$ cat src/rtl/dma_pkg.sv
// Shared types and default sizing for the DMA data-move engine.
package dma_pkg;

    localparam int DMA_CH_DEF = 8;
    localparam int AW_DEF     = 32;
    localparam int DW_DEF     = 32;
    localparam int LEN_W_DEF  = 16;
    localparam int CH_IDX_W   = $clog2(DMA_CH_DEF);
    localparam int BEAT_BYTES = DW_DEF / 8;

    typedef enum logic [2:0] {
        IDLE,
        LOAD,
        RD_REQ,
        RD_WAIT,
        WR_REQ,
        DONE,
        RELEASE
    } xfer_state_e;

endpackage

$ cat src/rtl/dma_onehot_enc.sv
// Lowest-set-bit encoder for the arbiter grant; multi-hot resolves to the lowest index.
module dma_onehot_enc
    import dma_pkg::*;
#(
    parameter int DMA_CH = DMA_CH_DEF,
    parameter int IDX_W  = CH_IDX_W
) (
    input  logic [DMA_CH-1:0] vec_i,
    output logic [IDX_W-1:0]  idx_o,
    output logic              any_o
);

    // Scan from the top so the lowest set bit is the last one written.
    always_comb begin
        idx_o = '0;
        for (int i = DMA_CH - 1; i >= 0; i--) begin
            if (vec_i[i]) begin
                idx_o = IDX_W'(i);
            end
        end
    end

    assign any_o = |vec_i;

endmodule

$ cat src/rtl/dma_xfer_engine.sv
// Single-transfer DMA engine: latches the granted channel's descriptor and moves it
// beat by beat (read, then write) over req/gnt memory ports.
module dma_xfer_engine
    import dma_pkg::*;
#(
    parameter int DMA_CH = DMA_CH_DEF,
    parameter int AW     = AW_DEF,
    parameter int DW     = DW_DEF,
    parameter int LEN_W  = LEN_W_DEF
) (
    input  logic                      clk_i,
    input  logic                      rst_i,
    input  logic [DMA_CH-1:0]         grant_i,
    input  logic [DMA_CH*AW-1:0]      ch_src_addr_i,
    input  logic [DMA_CH*AW-1:0]      ch_dst_addr_i,
    input  logic [DMA_CH*LEN_W-1:0]   ch_len_i,
    output logic                      rd_req_o,
    output logic [AW-1:0]             rd_addr_o,
    input  logic                      rd_gnt_i,
    input  logic                      rd_vld_i,
    input  logic [DW-1:0]             rd_data_i,
    output logic                      wr_req_o,
    output logic [AW-1:0]             wr_addr_o,
    output logic [DW-1:0]             wr_data_o,
    input  logic                      wr_gnt_i,
    output logic                      busy_o,
    output logic [$clog2(DMA_CH)-1:0] active_ch_o,
    output logic [DMA_CH-1:0]         ch_done_o,
    output logic [DMA_CH-1:0]         ch_abort_o
);

    localparam int            IDX_W = $clog2(DMA_CH);
    localparam logic [AW-1:0] STEP  = AW'(DW / 8);

    xfer_state_e state, nxt;

    logic [IDX_W-1:0]  idx;
    logic [IDX_W-1:0]  enc_idx;
    logic              any_grant;
    logic [AW-1:0]     src;
    logic [AW-1:0]     dst;
    logic [LEN_W-1:0]  rem;
    logic [DW-1:0]     hold;
    logic              abort;

    logic [AW-1:0]     src_sel;
    logic [AW-1:0]     dst_sel;
    logic [LEN_W-1:0]  len_sel;
    logic              granted;
    logic              abort_now;
    logic [DMA_CH-1:0] idx_mask;

    dma_onehot_enc #(
        .DMA_CH (DMA_CH),
        .IDX_W  (IDX_W)
    ) u_enc (
        .vec_i (grant_i),
        .idx_o (enc_idx),
        .any_o (any_grant)
    );

    assign src_sel   = ch_src_addr_i[int'(idx) * AW +: AW];
    assign dst_sel   = ch_dst_addr_i[int'(idx) * AW +: AW];
    assign len_sel   = ch_len_i[int'(idx) * LEN_W +: LEN_W];
    assign granted   = grant_i[idx];
    // A grant lost on the same cycle as the final write handshake still counts as an abort.
    assign abort_now = abort | ~granted;
    assign idx_mask  = DMA_CH'(1) << idx;

    always_ff @(posedge clk_i) begin
        if (rst_i) begin
            state <= IDLE;
            idx   <= '0;
            src   <= '0;
            dst   <= '0;
            rem   <= '0;
            hold  <= '0;
            abort <= 1'b0;
        end else begin
            state <= nxt;
            case (state)
                IDLE: begin
                    abort <= 1'b0;
                    if (any_grant) begin
                        idx <= enc_idx;
                    end
                end
                LOAD: begin
                    src <= src_sel;
                    dst <= dst_sel;
                    rem <= len_sel;
                end
                RD_REQ: begin
                    if (!granted) abort <= 1'b1;
                end
                RD_WAIT: begin
                    if (!granted) abort <= 1'b1;
                    if (rd_vld_i) hold <= rd_data_i;
                end
                WR_REQ: begin
                    if (!granted) abort <= 1'b1;
                    if (wr_gnt_i) begin
                        src <= src + STEP;
                        dst <= dst + STEP;
                        rem <= rem - LEN_W'(1);
                    end
                end
                default: ;
            endcase
        end
    end

    always_comb begin
        nxt         = state;
        rd_req_o    = 1'b0;
        rd_addr_o   = '0;
        wr_req_o    = 1'b0;
        wr_addr_o   = '0;
        wr_data_o   = '0;
        busy_o      = (state != IDLE);
        active_ch_o = '0;
        ch_done_o   = '0;
        ch_abort_o  = '0;
        if (state != IDLE) begin
            active_ch_o = idx;
        end

        case (state)
            IDLE: begin
                if (any_grant) nxt = LOAD;
            end
            LOAD: begin
                nxt = (len_sel == '0) ? DONE : RD_REQ;
            end
            RD_REQ: begin
                rd_req_o  = 1'b1;
                rd_addr_o = src;
                if (rd_gnt_i) nxt = RD_WAIT;
            end
            RD_WAIT: begin
                if (rd_vld_i) nxt = WR_REQ;
            end
            WR_REQ: begin
                wr_req_o  = 1'b1;
                wr_addr_o = dst;
                wr_data_o = hold;
                if (wr_gnt_i) begin
                    nxt = ((rem == LEN_W'(1)) || abort_now) ? DONE : RD_REQ;
                end
            end
            DONE: begin
                ch_done_o = idx_mask;
                if (abort) ch_abort_o = idx_mask;
                nxt = RELEASE;
            end
            RELEASE: begin
                // Hold off until the arbiter's stale grant for this channel has cleared.
                if (!granted) nxt = IDLE;
            end
            default: nxt = IDLE;
        endcase
    end

endmodule
$ cat config.mk
export PLATFORM = sky130hd
export DESIGN_NAME = dma_xfer_engine
export DESIGN_NICKNAME = d
export VERILOG_FILES = /design/src/rtl/dma_pkg.sv /design/src/rtl/dma_onehot_enc.sv /design/src/rtl/dma_xfer_engine.sv
export SDC_FILE = /design/constraint.sdc
export NUM_CORES = 1
export LEC_CHECK = 0
export CAP_MARGIN = 30
export CELL_PAD_IN_SITES_DETAIL_PLACEMENT = 0
export CELL_PAD_IN_SITES_GLOBAL_PLACEMENT = 2
export CORE_AREA = 5 5 306 308
export DETAILED_ROUTE_END_ITERATION = 12
export DIE_AREA = 0 0 311 313
export PLACE_DENSITY = 0.61
export SYNTH_ARGS = -nofsm -noshare
export SYNTH_HDL_FRONTEND = slang
export SYNTH_SLANG_ARGS = --single-unit
export TNS_END_PERCENT = 100
$ cat constraint.sdc
create_clock -name clk_i -period 2.56 [get_ports clk_i]
set_clock_uncertainty 0.1 [all_clocks]
set_input_delay 0.512 -clock clk_i [delete_from_list [all_inputs] [get_ports clk_i]]
set_output_delay 0.512 -clock clk_i [all_outputs]
set_load 0.02 [all_outputs]
# ---- Yosys cells after proc, flatten, opt, wreduce, memory -nomap -nowiden
# Index checks and enable logic that the tools add are counted.
dict set report classes {
  n_mux 35
  shifts 4
  n_bitwise 2
  reduce_logical 13
  n_eq_ne 13
  n_addsub 3
  n_lt_le_gt_ge 1
}
# op n
set op_table {}
lappend op_table {{256-bit by 9-bit variable part select with 32-bit output} 2}
lappend op_table {{32-bit 2-to-1 mux} 5}
lappend op_table {{32-bit case mux with 2 select lines} 2}
lappend op_table {{128-bit by 8-bit variable part select with 16-bit output} 1}
lappend op_table {{32-bit by 3-bit adder with 32-bit output, second input constant} 2}
lappend op_table {{3-bit 2-to-1 mux} 16}
lappend op_table {{16-bit case mux with 2 select lines} 1}
lappend op_table {{8-bit 2-to-1 mux} 3}
lappend op_table {{3-bit case mux with 7 select lines} 1}
lappend op_table {{16-bit by 1-bit == test with 1-bit output, second input constant} 1}
lappend op_table {{16-bit logical NOT} 1}
lappend op_table {{16-bit 2-to-1 mux} 1}
lappend op_table {{16-bit by 1-bit subtractor with 16-bit output, second input constant} 1}
lappend op_table {{2-bit != test, second input constant} 6}
lappend op_table {{3-bit == test, second input constant} 3}
lappend op_table {{2-bit AND reduction} 4}
lappend op_table {{8-bit OR reduction} 1}
lappend op_table {{1-bit by 3-bit << shifter with 8-bit output, first input constant} 1}
lappend op_table {{3-bit by 2-bit == test with 1-bit output, second input constant} 2}
lappend op_table {{5-bit AND reduction} 1}
lappend op_table {{3-bit by 4-bit < comparator with 1-bit output, second input constant} 1}
lappend op_table {{1-bit 2-to-1 mux} 4}
lappend op_table {{2-bit nonzero test} 2}
lappend op_table {{1-bit binary-select mux with 3-bit select} 1}
lappend op_table {{other kinds (8)} 8}
dict set report word_totals {
  ff_bits 119
  elab_cells 78
  out_inout_bits 118
  inputBits 685
}

# ---- Depth between registers and ports, before layout
dict set report depth {
  word_depth 8
  depth_mapped 10
  mapped_depth_nobuf 8
}

# ---- By module
# Synthesis repeated with hierarchy kept, for this count alone.
dict set report unflattened {
  cells_unflattened 1410
  hier_area_um2 11872.6
}
# module cells_each area_each_um2 n_inst seq_area_each_um2
set modules_own_cells {}
lappend modules_own_cells {dma_xfer_engine 1397 11791.3 1 2382.3}
lappend modules_own_cells {dma_onehot_enc 13 81.3 1 0.0}

# ---- Worst setup path before layout
# Ideal clock, no wire load.
dict set report synth_path {
  kind {register -> output}
  startpoint {register state[2]}
  endpoint {output wr_addr_o[24]}
  required_time_ns 1.948
  t_arrival_ns 2.033
  path_buffers 4
  slack_ns -0.085
  path_stages_with_launch 8
  cell_sequence {dfxtp_1 buf_2 or3b_1 inv_2 buf_2 clkbuf_1 clkbuf_1 and2_1}
}
dict set report synth_between {
  elab_chain_cells 2
}
# item line_no
set synth_rtl {}
lappend synth_rtl {{start: declaration} dma_xfer_engine.sv:35} ;# xfer_state_e state, nxt;
lappend synth_rtl {{start signal: assignment} dma_xfer_engine.sv:80} ;# state <= nxt;
lappend synth_rtl {{3-bit == test} dma_xfer_engine.sv:128} ;# case (state)
lappend synth_rtl {{32-bit 2-to-1 mux} dma_xfer_engine.sv:128}
lappend synth_rtl {{end: declaration} dma_xfer_engine.sv:23} ;# output logic [AW-1:0] wr_addr_o,
# Every way passes these cells.

# ---- Final worst setup path
dict set report layout_path {
  startpoint {register state[1]}
  endpoint {output wr_addr_o[17]}
}
# Same word-level chain as after synthesis.

==> results.yml <==
run_status:
  outcome: "complete, no violations"
detailed_routing:
  vias_per_cell: 4.41
  drc: 0
  wire_per_inst_um: 26.7
  vias: 15200
  drt_iter0_drc: 830
  wl_mm: 91.8
  firstDrtPassIters: 5
  ant_nets: 0
sta:
  hold_violations: 0
  worst_slew_pin_slew_ps: 617
  setup_viol: 0
  fin_crit_sh_pct: 99.1
  period_minus_slack_ps: 2540
  fin_ws_ps: 23.8
  grt_setup_unrepaired: "true"
  maxSlewViolCount: 0
  max_freq_mhz: 394
  fin_setup_tns_ps: 0
  slew_headroom_pct: 58.5
synth:
  syn_nets: 2034
  synth-seq-area-share_pct: 19.9
  yosys_register_bits: 119
  synth-edff-count: 0
  synth_area_mm2: 0.0120
  synth.distinct_cells: 69
  syn_inst: 1345
  synth.avg_cell_area_um2: 8.91
  synthArstFlopShare_pct: 0
  synthFlopType: "dfxtp_1"
  yosysWarnings: 0
clock_network:
  cts_tree: "done"
  cts.path.max_buffers: 2
  numCtsBuffers: 17
  cts_root_buffer: "clkbuf_16"
  htreeDepth: 4
  cts.sinks: 119
  cts_hold_buf: 0
  clock_latency_ps: 470
  cts.clk_slew.worst_paths_ps: 70
final_layout:
  final_cell_mix: "clkdlybuf4s50_1 (683), buf_4 (186), mux4_2 (154)"
  finalNonFillerCells: 3441
  synthToLayoutAreaGrowth_pct: 98.8
  design_area_mm2: 0.0238
  final_common_cell: "clkdlybuf4s50_1"
  drive_gt1_share_pct: 26.5
  nFillCells: 9782
  fin_nets: 2926
floorplan:
  die-height_um: 313
  die_area_mm2: 0.0973
  ios: 803
  start_util_pct: 13.2
  dieWidth_um: 311
  core_mm2: 0.0908
  rows: 111
power:
  p_leak_nw: 8.54
  power_w: 0.0160
  power.density_mw_per_mm2: 671
  peakVddDrop_mv: 0.408
setup_path:
  cp-startpoint: "state[1]"
  crit_path_end_kind: "output port"
  required_ps: 1950
  rr_startpoint: "idx[1]"
  cp_max_fo: 24
  crit_arrival_ps: 1920
  worstSetupPathType: "register to output port"
  crit_path_start_kind: "register"
  reg2reg_depth: 9
placed_design:
  dp_slack_ps: -327
  dpl_cell_area_mm2: 0.0227
  placed_cells: 3376
  portBuffers: 802
  dp_hpwl_mm: 76.8
  place_congestion: 0.925
global_route:
  grt-ovfl-total: 0
  grt_pass1_wl_mm: 126
  grt_pass1_vias: 16000
  grt.total_usage_pct: 17.9
  grt_max_degree: 57
  antenna_found_initial: 40
job:
  maxCapViolations: 0
min_path:
  hold_start: "rst_i"
  hold_depth: 2
  hp-class: "primary input to register"
## final cells by class
class / instances / area (µm²) / area share [%]
antenna: 5 / 12.5 / 0.0525
clock buffer: 18 / 439 / 1.84
clock inverter: 14 / 161 / 0.677
inverter: 14 / 65.1 / 0.273
multi-input combinational: 1085 / 9180 / 38.5
sequential: 119 / 2400 / 10.1
tap: 1186 / 1480 / 6.23
timing repair buffer: 1000 / 10100 / 42.4
## routing by layer
| metal | part of all wire, % | global-route usage, % | up-vias |
|---|---|---|---|
| li1 | - | - | 6984 |
| met1 | 41 | 21.9 | 7551 |
| met2 | 53 | 33.1 | 545 |
| met3 | 5.0 | 3.41 | 99 |
| met4 | 1.4 | 3.40 | 8 |
| met5 | 0.063 | 0 | - |
## flip-flops by register name, indices dropped and copies added, names as in the netlist
name / flops
abort: 1
dst: 32
hold: 32
idx: 3
rem: 16
src: 32
state: 3
## path summary, 6_finish.rpt
check             slack [ps]       endpoint
hold reg to reg          350       hold[20]
setup reg to reg          50       state[0]
hold / removal           350        rem[12]
setup / recovery          20  wr_addr_o[17]
## critical path: stages, from the launching register on
cell and delay, ps:
dfxtp_2 320, or3b_4 430, clkinv_8 110, buf_4 130, buf_12 150, and2_4 170
buf_6 120
## cell families (layout without fill, tap and decap cells)
family | Yosys count | after routing | synth area share [%]
other cells | 0 | 5 | 0
flops | 119 | 119 | 19.9
mux | 243 | 243 | 36.5
compound gates | 308 | 308 | 15.5
simple gates | 530 | 530 | 22.5
buf+inv | 141 | 1046 | 5.22
fa+ha+maj | 4 | 4 | 0.417
## where the power goes
part	leakage (nW)	switching, W	internal (W)
logic	7.27	0.00514	0.00517
registers	0.975	0.000671	0.00244
clock network	0.293	0.00110	0.00148
## through the flow
stage          hold slack (ps)  utilization [%]
6_report                   350             26.2
5_1_grt                    332             26.2
4_1_cts                    306             26.0
3_5_place_dp               344             25.0
3_3_place_gp               339             25.0
2_1_floorplan              332                -
## cells in the mapped netlist, drive strengths merged, types with 3 or more instances
cell type | count | area, µm²
nand3 | 35 | 180
and4 | 6 | 52.6
nor4 | 15 | 121
ha | 4 | 50.1
nor2 | 104 | 390
o22ai | 11 | 68.8
buf | 69 | 355
inv | 14 | 52.6
nor3b | 4 | 30.0
mux2 | 17 | 191
mux2i | 72 | 721
and2 | 71 | 444
dfxtp | 119 | 2380
o21ai | 78 | 390
o31ai | 6 | 45.0
or3 | 8 | 55.1
a22oi | 16 | 120
o211ai | 3 | 22.5
a31o | 3 | 26.3
a31oi | 10 | 62.6
nor2b | 15 | 93.8
clkbuf | 58 | 218
o221a | 5 | 56.3
a211oi | 21 | 158
nor3 | 43 | 220
a21o | 4 | 30.0
nand4 | 22 | 138
or2 | 5 | 31.3
a221oi | 4 | 35.0
nand2b | 5 | 31.3
o2bb2ai | 3 | 26.3
a21oi | 121 | 609
nand2 | 140 | 526
mux4 | 154 | 3470
nand3b | 5 | 37.5
and3 | 44 | 275
o32ai | 4 | 35.0
## timing repair
item                       4_1_cts  5_1_grt
pin swaps                        6        7
cloned                           6        2
setup buffers                   14        6
setup endpoints to repair      122       73
resized for setup              370       56
No activity file was read; power rests on OpenSTA's default activity.
